File: src/rtl/fetch_unit.sv
// Instruction fetch stage: owns the PC, issues one-cycle-latency imem reads,
// buffers {inst, pc} pairs and hands them to decode over valid/ready.
module fetch_unit #(
    parameter int          DEPTH    = 4,
    parameter logic [31:0] RESET_PC = 32'h0000_0000
) (
    input  logic        clk,
    input  logic        reset,
    output logic        imem_req,
    output logic [31:0] imem_addr,
    input  logic [31:0] imem_data,
    input  logic        redirect_valid,
    input  logic [31:0] redirect_pc,
    output logic        inst_valid,
    input  logic        inst_ready,
    output logic [31:0] inst,
    output logic [31:0] inst_pc
);
    localparam int AW = $clog2(DEPTH);
    localparam logic [AW+1:0] LIMIT = (AW+2)'(DEPTH);

    logic [31:0] fetch_pc;
    logic [31:0] flight_pc;
    logic        inflight;
    logic        kill;
    logic [AW:0] count;
    logic [AW-1:0] head;
    logic [AW-1:0] tail;
    logic [31:0] q_inst [DEPTH];
    logic [31:0] q_pc   [DEPTH];

    logic          issue;
    logic          push;
    logic          pop;
    logic [AW+1:0] used;

    // Credit counts queued entries plus the outstanding read; pops give no credit.
    assign used      = {1'b0, count} + {{(AW+1){1'b0}}, inflight};
    assign issue     = reset && !redirect_valid && (used < LIMIT);
    assign imem_req  = issue;
    assign imem_addr = fetch_pc;

    assign push       = inflight && !kill;
    assign inst_valid = (count != '0);
    assign pop        = inst_valid && inst_ready;
    assign inst       = q_inst[head];
    assign inst_pc    = q_pc[head];

    always_ff @(posedge clk or negedge reset) begin
        if (!reset) begin
            fetch_pc  <= RESET_PC;
            flight_pc <= '0;
            inflight  <= 1'b0;
            kill      <= 1'b0;
            count     <= '0;
            head      <= '0;
            tail      <= '0;
            for (int i = 0; i < DEPTH; i++) begin
                q_inst[i] <= '0;
                q_pc[i]   <= '0;
            end
        end else if (redirect_valid) begin
            fetch_pc <= {redirect_pc[31:2], 2'b00};
            inflight <= 1'b0;
            kill     <= 1'b1;
            count    <= '0;
            head     <= '0;
            tail     <= '0;
        end else begin
            kill     <= 1'b0;
            inflight <= issue;
            if (issue) begin
                fetch_pc  <= fetch_pc + 32'd4;
                flight_pc <= fetch_pc;
            end
            if (push) begin
                q_inst[tail] <= imem_data;
                q_pc[tail]   <= flight_pc;
                tail         <= tail + 1'b1;
            end
            if (pop) begin
                head <= head + 1'b1;
            end
            unique case ({push, pop})
                2'b10:   count <= count + 1'b1;
                2'b01:   count <= count - 1'b1;
                default: count <= count;
            endcase
        end
    end
endmodule
File: config.mk
export PLATFORM = sky130hd
export DESIGN_NAME = fetch_unit
export DESIGN_NICKNAME = d
export VERILOG_FILES = /design/src/rtl/fetch_unit.sv
export SDC_FILE = /design/constraint.sdc
export NUM_CORES = 1
export LEC_CHECK = 0
export ABC_AREA = 1
export CORE_AREA = 4 4 220 201
export DETAILED_ROUTE_END_ITERATION = 8
export DIE_AREA = 0 0 224 205
export SYNTH_ARGS = -nofsm -noshare
export SYNTH_HDL_FRONTEND = slang
export SYNTH_SLANG_ARGS = --single-unit
File: constraint.sdc
create_clock -name clk -period 4 [get_ports clk]
set_input_delay 0.8 -clock clk [delete_from_list [all_inputs] [get_ports clk]]
set_output_delay 0.8 -clock clk [all_outputs]
set_load 0.05 [all_outputs]
==> summary.txt, run 1 <==
Detailed routing
  – 1st-pass router iterations: 5
  – DR iter-0 viols: 835
  – Final wirelength: 39200 µm
  – Avg WL per Cell: 15.9 µm
  – Remaining DRCs: 0
  – Vias/cell: 4.97
  – Final ANT Viol Nets: 0
  – Vias: 12200

Setup path
  – Crit-path cells: clkinv_2, buf_12, o21ai_0, o22ai_1, clkdlybuf4s50_1
  – Crit-path max cell delay: 0.87 ns
  – Critical Path Fanout Max: 85
  – RR Startpoint: head[0]
  – R2R setup slack: 2.03 ns
  – Crit path from: head[0]
  – WS Path Type: flip-flop to output port
  – CP top delay family: buffers and inverters
  – Worst setup EP type: output port
  – Setup crit start kind: flip-flop
  – Crit path max-delay cell type: clkdlybuf4s50_1
  – WP buf/inv: 3
  – Worst EP required: 3.20 ns
  – Critical Path AT: 2.89 ns

Clock tree
  – Hold_buf cts: 0
  – Worst skew pair latency: 0.55 ns
  – CTS max path bufs: 3
  – Clk root buf: clkbuf_16
  – CTS clock-pin slew for the worst setup and hold paths: 0.06 ns
  – Clock Sinks: 317
  – H-tree Lvls: 2
  – CTS tree: yes
  – Post-cts sizing count: 0
  – Num CTS Buffers: 38
  – Post-CTS Setup Bufs: 0

Power and ir drop
  – Clock power share: 26.9%
  – Pleak: 8.38 nW
  – Pwr Density: 720 nW/µm²
  – Sequential power share: 33.1%
  – Psw: 5.35 mW
  – Switch share: 41.8%
  – Int Power: 7.47 mW
  – VDD IR max: 0.452 mV
  – Combinational power share: 40.0%

Global routing
  – First-pass GRT wire length: 64000 µm
  – Pin count of the biggest net entering global routing: 176
  – Vias in the first global route: 12100
  – Initial antenna violation count: 1
  – GR Util met2: 26.9%
  – Total track usage: 17.1%
  – Total gr overflow: 0
  – Met1 Use GR: 23.6%
  – Busiest grt layer: met2
  – Met3 Usage GRT: 3.95%

STA
  – Fmax: 0.271 GHz
  – Final setup fails: 0
  – Max Slew Vio Count: 0
  – Final Hold Fails: 0
  – Worst Skew: 0.0131 ns
  – RSZ-0062 raised after global routing: false
  – Slew HR: 33.5%
  – Final period util: 92.2%
  – Worst Tran Pin Value: 0.997 ns
  – Fin crit period: 3.69 ns
  – Fin Setup TNS: 0 ns

Die
  – Die width: 224 µm
  – Number of top-level pins: 166
  – Starting Density: 34.8%
  – Row count: 71
  – Die height: 205 µm
  – Die area: 45900 µm²
  – Core area: 41700 µm²

Flow run
  – Max-cap check violation count: 0

Synth
  – Post-Syn Area: 14500 µm²
  – #FFs+latches synth: 317
  – Cell variety after synth: 31
  – Register area share after synthesis: 54.7%
  – Syn Inst Count: 1775
  – Yosys warning count: 0
  – Avg Cell Area, Syn: 8.17 µm²

Final layout
  – Diode count: 0
  – Nets@finish: 1961
  – Share of layout cells above drive strength 1: 7.30%
  – Util after Layout: 42.7%
  – Area grow syn2layout: 22.8%
  – Finished Layout Cells: 2464

Placement
  – Number of buffers inserted by port buffering: 159
  – Hpwl dp: 24500 µm
  – Dpl cells: 2394
  – GP Congestion: 0.825

Min path
  – HP Class: primary input to asynchronous set/reset pin

Run status
  – Status: completed
sequential cells by signal (all words and copies together) (netlist names):
signal     count
flight_pc     30
imem_addr     30
kill           1
inflight       1
count          3
q_inst       128
head           2
tail           2
q_pc         120
kinds of logic after synthesis:
kind of cell / count (synthesis) / share of synthesized area, %
AOI/OAI and AO/OA: 490 / 17.5
xor gates and xnor gates: 1 / 0.0604
adders and majority gates: 6 / 0.570
buffers and inverters: 251 / 7.26
DFF: 317 / 54.7
other: 1 / 0.0259
and+or+nand+nor: 709 / 19.9
placed cells by master (no fill, tap or decap), drive strengths merged, types with 2 or more instances in the layout:
master / count
clkbuf: 56
conb: 4
buf: 45
clkinv: 10
inv: 140
ha: 5
clkdlybuf4s50: 137
nor2: 197
bufinv: 2
nand3: 68
o211ai: 2
o21ai: 412
o22ai: 62
a21oi: 14
nand2: 439
dfrtp: 317
layer usage:
metal | vias up | wire length [µm]
met5 | - | 13
met4 | 2 | 939
met3 | 67 | 2350
met2 | 349 | 17500
met1 | 5789 | 18400
li1 | 6030 | -
path summary, 6_finish.rpt:
| check | to | cells past startpoint |
|---|---|---|
| setup / recovery | inst_pc[7] | 5 |
| hold / removal | q_inst[42] | 1 |
| setup reg to reg | head[1] | 5 |
| hold reg to reg | q_inst[52] | 2 |
| max in group asynchronous | head[0] | 2 |
| min in group clk | q_inst[52] | 2 |
area by class of cell:
class / instances / area [µm²]
Fill cell: 4156 / 23900
Inverter: 138 / 519
Multi-Input combinational cell: 1210 / 5550
Sequential cell: 317 / 7940
Clock buffer: 56 / 1120
Timing Repair Buffer: 182 / 1840
Tap cell: 547 / 684
Clock inverter: 14 / 149
stage by stage:
stage                     hold WS [ns]  area (µm²)  total power [mW]  worst slack, ns
final                           0.0743       17800              12.8            0.314
after floorplan                  0.448       14500              7.66             1.43
after global placement           0.465       16500              9.39            0.836
after detailed placement         0.473       16500              9.46            0.858
after global routing            0.0538       17800              13.6            0.182
after CTS                       0.0461       17800              13.0            0.266
synthesized netlist by cell type (all sizes together):
master	number	area (µm²)
and3	1	6.26
inv	138	518
nor3	1	5.00
ha	5	62.6
or2	1	6.26
nand3	68	345
xnor2	1	8.76
nand3b	1	7.51
dfrtp	317	7930
fa	1	20.0
nand4	1	6.26
buf	57	324
clkbuf	56	210
nand2	439	1670
nor2	197	843
conb	1	3.75
o211ai	2	15.0
a21oi	14	70.1
o21ai	412	2060
o22ai	62	388
power by group through the flow:
stage / combinational (mW) / sequential, mW / clock (mW)
finish: 5.13 / 4.24 / 3.45
global route: 5.56 / 4.33 / 3.69
global placement: 5.12 / 4.28 / 0
floorplan: 3.32 / 4.34 / 0
CTS: 5.18 / 4.24 / 3.56
detailed placement: 5.17 / 4.29 / 0
Power figures use the tool's default switching activity.
==> run 2: changes to the inputs <==
--- a/config.mk
+++ b/config.mk
@@ -6,9 +6,12 @@
 export NUM_CORES = 1
 export LEC_CHECK = 0
 export ABC_AREA = 1
+export CELL_PAD_IN_SITES_DETAIL_PLACEMENT = 1
+export CELL_PAD_IN_SITES_GLOBAL_PLACEMENT = 2
 export CORE_AREA = 4 4 220 201
 export DETAILED_ROUTE_END_ITERATION = 8
 export DIE_AREA = 0 0 224 205
+export PLACE_DENSITY_LB_ADDON = 0.1
 export SYNTH_ARGS = -nofsm -noshare
 export SYNTH_HDL_FRONTEND = slang
 export SYNTH_SLANG_ARGS = --single-unit
==> constraint.sdc (replaced) <==
create_clock -name clk -period 4 [get_ports clk]
set_input_delay 0.8 -clock clk [delete_from_list [all_inputs] [get_ports clk]]
set_output_delay 0.8 -clock clk [all_outputs]
set_load 0.01 [all_outputs]
==> summary.txt, run 2 (synthesis results as in run 1) <==
Global routing
  – Total track usage: 19.0%
  – Initial antenna violation count: 0
  – Pin count of the biggest net entering global routing: 136
  – Total gr overflow: 0
  – Vias in the first global route: 12800
  – First-pass GRT wire length: 70500 µm

Power and ir drop
  – Pleak: 8.31 nW
  – VDD IR max: 0.305 mV
  – Psw: 3.81 mW
  – Int Power: 7.45 mW
  – Pwr Density: 633 nW/µm²
  – Clock power share: 29.5%
  – Combinational power share: 33.0%
  – Total power draw: 11.3 mW
  – Switch share: 33.8%
  – Sequential power share: 37.5%

Detailed routing
  – Avg WL per Cell: 17.6 µm
  – 1st-pass router iterations: 5
  – Final ANT Viol Nets: 0
  – DR iter-0 viols: 679
  – Vias/cell: 4.96
  – Final wirelength: 43300 µm
  – Vias: 12200
  – Remaining DRCs: 0

Clock tree
  – Post-cts sizing count: 0
  – Clk root buf: clkbuf_16
  – Num CTS Buffers: 38
  – CTS tree: yes
  – CTS clock-pin slew for the worst setup and hold paths: 0.06 ns
  – H-tree Lvls: 2
  – Clock Sinks: 317
  – Post-CTS Setup Bufs: 0
  – Worst skew pair latency: 0.53 ns
  – CTS max path bufs: 3
  – Hold_buf cts: 0

Die
  – Die area: 45900 µm²
  – Number of top-level pins: 166
  – Starting Density: 34.8%
  – Die height: 205 µm
  – Die width: 224 µm
  – Core area: 41700 µm²
  – Row count: 71

STA
  – Slew HR: 38.8%
  – Final period util: 87.6%
  – Final Hold Fails: 0
  – Worst Tran Pin Value: 0.918 ns
  – Fmax: 0.285 GHz
  – RSZ-0062 raised after global routing: false
  – Max Slew Vio Count: 0
  – Worst Skew: 0.0198 ns
  – Fin Setup TNS: 0 ns
  – Fin crit period: 3.50 ns
  – Final setup fails: 0

Placement
  – Hpwl dp: 27300 µm
  – Number of buffers inserted by port buffering: 159
  – GP Congestion: 0.796

Final layout
  – Top reg by flops: q_inst
  – Final-layout fill cell count: 4973
  – Regs by FF count: q_inst: 128 flops, q_pc: 120 flops
  – Nets@finish: 1962
  – Util after Layout: 42.7%
  – Area grow syn2layout: 22.6%
  – Share of layout cells above drive strength 1: 5.90%
  – Commonest non-fill, non-tap cell in the layout: nand2_1
  – Diode count: 0
  – Most frequent cells in the layout: nand2_1, dfrtp_1, o21ai_1
  – Number of flip-flops in the largest register: 128

Setup path
  – WS Path Type: flip-flop to output port
  – Worst EP required: 3.20 ns
  – Worst setup EP type: output port
  – Setup crit start kind: flip-flop
  – Critical Path Fanout Max: 63
  – Crit path max-delay cell type: buf_4
  – Crit-path cells: buf_4, o21ai_0, o22ai_1, clkdlybuf4s50_1
  – Crit-path max cell delay: 0.65 ns
  – Critical Path AT: 2.70 ns

Min path
  – HP Class: primary input to asynchronous set/reset pin

Run status
  – Status: completed

Flow run
  – Max-cap check violation count: 0
## run 2: changes by cell type in the layout (fill, tap and decap cells not counted), moves of 2 or more
| cell | delta |
|---|---|
| buf_12 | -2 |
| buf_4 | -18 |
| bufinv_16 | -2 |
| clkbuf_1 | +6 |
| clkbuf_16 | +3 |
| clkbuf_8 | -3 |
| clkdlybuf4s50_1 | +20 |
| inv_6 | -2 |
## run 2: through the flow
step / worst slack [ns] / cells / hold slack (ns) / instance area [µm²]
floorplan: 1.73 / 1778 / 0.448 / 14500
global placement: 0.974 / 2395 / 0.462 / 16600
detailed placement: 0.922 / 2395 / 0.473 / 16600
CTS: 0.351 / 2463 / 0.0795 / 17800
global route: 0.311 / 2463 / 0.0914 / 17800
finish: 0.497 / 2463 / 0.106 / 17800
## run 2: power by group through the flow
stage	sequential, mW	clock (mW)	combinational, mW
floorplan	4.18	0	1.96
global placement	4.26	0	3.73
detailed placement	4.28	0	3.79
CTS	4.22	3.45	3.80
global route	4.31	3.59	4.14
finish	4.22	3.32	3.71
## run 2: layout make-up
class / instances / area, µm² / area share (%)
Sequential cell: 317 / 7940 / 44.7
Multi-Input combinational cell: 1210 / 5550 / 31.3
Timing Repair Buffer: 183 / 1870 / 10.5
Clock buffer: 62 / 1170 / 6.61
Tap cell: 547 / 684 / 3.85
Inverter: 138 / 519 / 2.92
Clock inverter: 6 / 30.0 / 0.169
## run 2: worst paths after layout
check,start,endpoint,slack (ns),cells after the start
setup / recovery,head[1],inst_pc[14],0.50,4
hold / removal,reset,q_inst[109],0.11,1
setup reg to reg,tail[0],q_pc[118],1.99,6
hold reg to reg,flight_pc[16],flight_pc[16],0.48,2
max in group asynchronous,reset,flight_pc[23],2.21,3
min in group clk,flight_pc[16],flight_pc[16],0.48,2
## run 2: worst max-delay path: cells and delay by family, from the launching register on
family                 cells  cell delay [ns]
AO/OA/AOI/OAI              2             0.56
buffers and inverters      2             1.26
flip-flops                 1             0.36
## run 2: layer usage
layer	part of all wire (%)	vias to the layer above	wire [µm]	GRT usage, %
met2	46	186	19800	30.7
met5	0	-	0	0
met3	3.4	65	1500	2.88
li1	-	6017	-	-
met1	49	5960	21200	26.9
met4	2.1	0	894	4.71
